[src/rtl/if_fetch_ctrl.sv]
// IF-stage fetch sequencer: req/ack instruction bus, single-entry fetch buffer, CP0 redirect kill.
// Optional macro IF_FETCH_PERF_EN adds saturating wait/kill performance counters.
module if_fetch_ctrl #(
    parameter int          TIMEOUT_CYCLES = 16,
    parameter logic [31:0] IM_BASE        = 32'h0000_3000,
    parameter int          IM_SIZE_WORDS  = 4096
) (
    input  logic        clk,
    input  logic        reset,
    input  logic [31:0] pc,
    input  logic        id_stall,
    input  logic        redirect,
    output logic        bus_req,
    output logic [31:0] bus_addr,
    input  logic        bus_ack,
    input  logic [31:0] bus_rdata,
    output logic        pc_en,
    output logic        if_stall,
    output logic        if_clr,
    output logic [31:0] fetch_code,
    output logic        fetch_valid,
    output logic        fetch_exc,
    output logic [4:0]  fetch_exccode
`ifdef IF_FETCH_PERF_EN
    ,
    output logic [31:0] perf_wait_cnt,
    output logic [31:0] perf_kill_cnt
`endif
);

    typedef enum logic [1:0] {IDLE, REQ, KILL} state_t;

    localparam logic [7:0]  CNT_LAST = 8'(TIMEOUT_CYCLES - 1);
    localparam logic [32:0] IM_LO    = {1'b0, IM_BASE};
    localparam logic [32:0] IM_HI    = IM_LO + 33'(4 * IM_SIZE_WORDS);
    localparam logic [4:0]  EXC_ADEL = 5'd4;
    localparam logic [4:0]  EXC_IBE  = 5'd6;

    state_t      state_reg, state_next;
    logic [7:0]  cnt_reg, cnt_next;
    logic [31:0] addr_reg;
    logic [31:0] code_reg;
    logic        valid_reg;
    logic        exc_reg;
    logic [4:0]  exccode_reg;

    logic        consume;
    logic        pc_bad;
    logic        idle_go;
    logic        timed_out;
    logic        load_en;
    logic [31:0] load_code;
    logic        load_exc;
    logic [4:0]  load_exccode;

    assign consume   = valid_reg & ~id_stall & ~redirect;
    assign pc_bad    = (pc[1:0] != 2'b00) || ({1'b0, pc} < IM_LO) || ({1'b0, pc} >= IM_HI);
    // IDLE only issues from an empty buffer, so a consume always costs one extra cycle for pc to settle
    assign idle_go   = (state_reg == IDLE) & ~valid_reg & ~redirect;
    assign timed_out = (cnt_reg == CNT_LAST);

    always_ff @(posedge clk) begin
        if (reset) begin
            state_reg <= IDLE;
            cnt_reg   <= 8'd0;
        end else begin
            state_reg <= state_next;
            cnt_reg   <= cnt_next;
        end
    end

    always_comb begin
        state_next = state_reg;
        cnt_next   = cnt_reg;
        case (state_reg)
            IDLE: begin
                cnt_next = 8'd0;
                if (idle_go && !pc_bad) state_next = REQ;
            end
            REQ: begin
                if (!timed_out) cnt_next = cnt_reg + 8'd1;
                if (bus_ack)        state_next = IDLE;
                else if (redirect)  state_next = KILL;
                else if (timed_out) state_next = IDLE;
            end
            KILL: begin
                if (!timed_out) cnt_next = cnt_reg + 8'd1;
                if (bus_ack || timed_out) state_next = IDLE;
            end
            default: state_next = IDLE;
        endcase
    end

    always_comb begin
        bus_req      = (state_reg == REQ);
        pc_en        = reset ? 1'b0 : (consume | redirect);
        if_stall     = reset ? 1'b0 : id_stall;
        if_clr       = reset ? 1'b1 : (redirect | (~valid_reg & ~id_stall));
        load_en      = 1'b0;
        load_code    = 32'd0;
        load_exc     = 1'b0;
        load_exccode = 5'd0;
        case (state_reg)
            IDLE: begin
                if (idle_go && pc_bad) begin
                    load_en      = 1'b1;
                    load_exc     = 1'b1;
                    load_exccode = EXC_ADEL;
                end
            end
            REQ: begin
                if (bus_ack) begin
                    load_en   = 1'b1;
                    load_code = bus_rdata;
                end else if (!redirect && timed_out) begin
                    load_en      = 1'b1;
                    load_exc     = 1'b1;
                    load_exccode = EXC_IBE;
                end
            end
            default: load_en = 1'b0;
        endcase
    end

    // Redirect outranks any same-cycle load, which in turn can only happen into an empty buffer
    always_ff @(posedge clk) begin
        if (reset) begin
            addr_reg    <= 32'd0;
            valid_reg   <= 1'b0;
            exc_reg     <= 1'b0;
            exccode_reg <= 5'd0;
            code_reg    <= 32'd0;
        end else begin
            if (idle_go && !pc_bad) addr_reg <= pc;
            if (redirect || (!load_en && consume)) begin
                valid_reg   <= 1'b0;
                exc_reg     <= 1'b0;
                exccode_reg <= 5'd0;
                code_reg    <= 32'd0;
            end else if (load_en) begin
                valid_reg   <= 1'b1;
                exc_reg     <= load_exc;
                exccode_reg <= load_exccode;
                code_reg    <= load_code;
            end
        end
    end

    assign bus_addr      = addr_reg;
    assign fetch_code    = code_reg;
    assign fetch_valid   = valid_reg;
    assign fetch_exc     = exc_reg;
    assign fetch_exccode = exccode_reg;

`ifdef IF_FETCH_PERF_EN
    logic        perf_wait_evt;
    logic        perf_kill_evt;
    logic [31:0] perf_wait_reg;
    logic [31:0] perf_kill_reg;

    assign perf_wait_evt = (state_reg != IDLE);
    // Redirect in REQ is either a move to KILL or, with a same-cycle ack, a dropped response
    assign perf_kill_evt = (state_reg == REQ) & redirect;

    always_ff @(posedge clk) begin
        if (reset) begin
            perf_wait_reg <= 32'd0;
            perf_kill_reg <= 32'd0;
        end else begin
            if (perf_wait_evt && perf_wait_reg != 32'hFFFF_FFFF) perf_wait_reg <= perf_wait_reg + 32'd1;
            if (perf_kill_evt && perf_kill_reg != 32'hFFFF_FFFF) perf_kill_reg <= perf_kill_reg + 32'd1;
        end
    end

    assign perf_wait_cnt = perf_wait_reg;
    assign perf_kill_cnt = perf_kill_reg;
`endif

endmodule
[config.mk]
export PLATFORM = sky130hd
export DESIGN_NAME = if_fetch_ctrl
export DESIGN_NICKNAME = d
export VERILOG_FILES = /design/src/rtl/if_fetch_ctrl.sv
export SDC_FILE = /design/constraint.sdc
export NUM_CORES = 1
export LEC_CHECK = 0
export CORE_UTILIZATION = 25
export CTS_BUF_LIST = sky130_fd_sc_hd__clkbuf_8
export DETAILED_ROUTE_END_ITERATION = 8
export HOLD_SLACK_MARGIN = 0.1
export PLACE_DENSITY = 0.5
export SLEW_MARGIN = 20
export SYNTH_ARGS = -nofsm -noshare
export SYNTH_HDL_FRONTEND = slang
export SYNTH_SLANG_ARGS = --single-unit
[constraint.sdc]
create_clock -name clk -period 4.4 [get_ports clk]
set_input_delay 0.44 -clock clk [delete_from_list [all_inputs] [get_ports clk]]
set_output_delay 0.44 -clock clk [all_outputs]
set_load 0.02 [all_outputs]
==> results by group <==
Power
  – Clock share of power: between 40% and 50%
  – PD cells: 292 nW/um^2
  – Max VDD drop: around 0.15 mV
  – Combinational share of power: 8.1%
  – Switch share: 23.9%
  – Sw Pwr: 0.327 mW
  – Leakage power: roughly 1.6 nW
  – Cell internal pwr: roughly 1.0 mW
  – Register share of total power: between 50% and 60%

Clock network
  – Clock sink count: 77
  – Reg clk slew, reported paths: 0.09 ns
  – Hold-fix buffers at CTS: 0
  – CTS tree: built
  – CTS H-tree lvls: 3
  – Clk_lat worst skew: 0.35 ns
  – Post-CTS sizing: 0
  – CTS Root Cell: clkbuf_8
  – Clock buffer count from CTS: 9
  – Setup bufs post-CTS: 0
  – CTS Buffer Depth: 2

Worst setup path
  – Critical path type: reg2reg
  – R2r startpoint: state_reg[0]
  – Levels on crit path: 7
  – CP Buf/Inv Count: 2
  – Max FO, Critical Path: 19
  – WP data required: approximately 4.6 ns
  – Slowest stage delay, CP: about 0.64 ns
  – R2R Setup Slk: 1.89 ns
  – Critical Path End Type: flip-flop
  – Setup crit start: state_reg[0]
  – Slowest cell on crit path: or3b_1
  – Setup crit end: bus_addr[17]
  – Worst setup SP type: flip-flop
  – Worst path cell trace: inv_1 -> ha_1 -> or3b_1 -> nor4_4 -> buf_4 -> a21oi_2 -> and2_1
  – Arrival time at the worst endpoint: 2.75 ns
  – RR Endpoint: bus_addr[17]
  – Crit-path leading delay family: simple AND/OR/NAND/NOR gates
  – R2R depth: 7

Routing
  – Starting DRT DRC Count: 142
  – Total Wirelength: 8560 um
  – Final ANT Viol Nets: 0
  – Vias: around 2,800
  – Detailed-route DRC error count: 10
  – Vias per cell: roughly 4.9
  – First-pass DRT Iterations: 8
  – Wire length per cell: 15.1 um

Synth
  – Post-Syn Area per Cell: 10.3 um^2
  – Sequential-to-total area share from yosys stat: 51.4%
  – Post-Synthesis Cells: 290
  – Yosys warns: 0
  – Yosys reg bits: 77
  – Cell variety after synth: 47
  – Synth area leader: dfxtp_1
  – Top-area cell type share of the netlist area: between 50% and 60%
  – Mapped cell area: 3000 um^2
  – Synth top area cells: dfxtp_1 51%, a32o_1 11%, and2_1 4.2%, a21oi_1 3.8%, o31ai_1 3.5%

Flow run
  – Max-cap violations: 0

Global route
  – Vias in the first global route: about 2,700
  – Largest net degree at the start of global routing: 33
  – First-pass GRT wire length: between 10,000 and 15,000 um
  – Grt total ovfl: 0
  – Antenna violations before repair: 0
  – GRT Util Overall: between 10 and 15%

Finish
  – Design area: approximately 4700 um^2
  – # nets final: 492
  – # diodes: 0
  – Share of cells above drive strength 1: 6.84%
  – Fill count: 1,136
  – Area Overhead vs Synth: 56.4%

Floorplanning
  – Num ports: 144
  – Initial Util: 25.9%
  – Die height: 112 um
  – Die area: 12,400 um^2
  – Core Box Area: 11,600 um^2
  – FP Rows: 39
  – Die width: ~110 um

Timing
  – Tcrit/Tclk final: 57.0%
  – RSZ-0062 raised after global routing: no
  – Slew HR: 33.8%
  – Worst-Margin Slew: 0.989 ns
  – Highest Clock Rate: 399 MHz
  – Final setup skew: 0.0109 ns
  – Max Slew Vio Count: 0
  – Setup Viol. Count Final: 0
  – TNS Setup: 0 ns
  – Final hold viol count: 0
  – Post-route minimum period: 2.51 ns

Placement
  – Hpwl dp: between 6000 and 7000 um
  – Post-placement cell area: 4480 um^2
  – IO buf count: 140
  – Gp weighted congestion: 0.679

Status
  – Status: finished, violations left
  – Failing checks: design-rule violations

Worst hold path
  – Hold/Removal Path Class: reg2reg
## synth_stat cells, drive strengths merged
cell type / count
a211oi: 3
a21bo: 1
a21boi: 2
a21o: 3
a21oi: 24
a221oi: 1
a22o: 1
a311oi: 1
a31o: 1
a31oi: 4
a32o: 32
a41oi: 3
and2: 20
and3: 1
and3b: 1
and4: 1
buf: 12
clkbuf: 16
conb: 1
dfxtp: 77
ha: 4
inv: 7
mux2: 1
nand2: 4
nand2b: 3
nand3: 16
nand3b: 1
nand4b: 1
nor2: 8
nor2b: 3
nor3: 4
nor3b: 2
nor4: 6
o211a: 1
o211ai: 1
o21ai: 2
o221a: 1
o31ai: 14
or3: 2
or3b: 1
or4: 2
or4bb: 1
## routing by layer
metal	global-route usage (%)	up-vias	wire [um]
li1	-	1348	-
met1	17.2	1318	3800
met2	22.4	105	3920
met3	4.84	8	760
met4	5.14	0	80
met5	0	-	0
## cell type report
type | count | area (um^2) | area share, %
Clock buffer | 10 | 138 | 2.93
Multi-Input combinational cell | 180 | 1310 | 27.8
Sequential cell | 77 | 1540 | 32.9
Inverter | 7 | 26.3 | 0.560
Clock inverter | 6 | 70.1 | 1.49
Tap cell | 143 | 179 | 3.81
Timing Repair Buffer | 144 | 1430 | 30.5
## metrics by stage
| step | hold slack (ns) | cells | power (mW) | util (%) | setup slack, ns |
|---|---|---|---|---|---|
| after floorplan | 0.475 | 292 | 0.753 | - | 2.34 |
| after global placement | 0.445 | 551 | 0.827 | 38.8 | 1.63 |
| after detailed placement | 0.443 | 551 | 0.827 | 38.8 | 1.57 |
| after CTS | 0.471 | 567 | 1.40 | 40.6 | 1.86 |
| after global routing | 0.486 | 567 | 1.43 | 40.6 | 1.69 |
| final | 0.463 | 567 | 1.37 | 40.6 | 1.89 |
## worst register-to-register path, delay by kind of cell, from the launching register on
family,cells,cell delay [ns]
and+or+nand+nor,3,1.25
buffers and inverters,2,0.35
DFF,1,0.33
adders and majority gates,1,0.27
AOI/OAI and AO/OA,1,0.21
## how the worst min path moves through the flow
stage            startpoint  cells past startpoint  slack (ns)           end
2_1_floorplan    cnt_reg[1]                      2        0.48    cnt_reg[1]
3_3_place_gp   bus_addr[17]                      1        0.44  bus_addr[17]
3_5_place_dp   bus_addr[27]                      1        0.44  bus_addr[27]
4_1_cts        bus_addr[19]                      1        0.47  bus_addr[19]
5_1_grt        bus_addr[19]                      1        0.49  bus_addr[19]
6_report        bus_addr[1]                      1        0.46   bus_addr[1]
## cells in the final DEF (no fill, tap or decap), types with 3 or more instances in the layout
cell type        netlist  final
clkinvlp_4             0      3
a41oi_1                3      3
inv_1                  7      7
nor3_1                 4      3
nor2b_1                3      3
nand2b_1               3      3
conb_1                 1      3
a21oi_1               23     23
and2_1                20     20
dfxtp_1               77     77
nor4_1                 4      4
a32o_1                32     32
nand3_1               16     16
a21o_1                 3      3
clkdlybuf4s50_1        0    140
buf_4                  5      4
ha_1                   4      4
nor2_1                 8      8
a31oi_1                4      4
o31ai_1               14     14
clkbuf_8               0     10
nand2_1                4      4
a211oi_1               3      3
## power by group through the flow
stage	clock (mW)	sequential [mW]	combinational, mW
final	0.561	0.698	0.111
after global routing	0.612	0.699	0.119
after CTS	0.586	0.698	0.113
after detailed placement	0	0.715	0.112
after global placement	0	0.715	0.112
after floorplan	0	0.716	0.0373
## logic make-up after synthesis
family          after synthesis  synth area share (%)
fa+ha+maj                     4                  1.67
compound gates               95                  24.8
simple gates                 77                  16.1
other cells                   1                 0.125
mux                           1                 0.375
flops                        77                  51.4
buf+inv                      35                  5.51
Power figures use the tool's default switching activity.
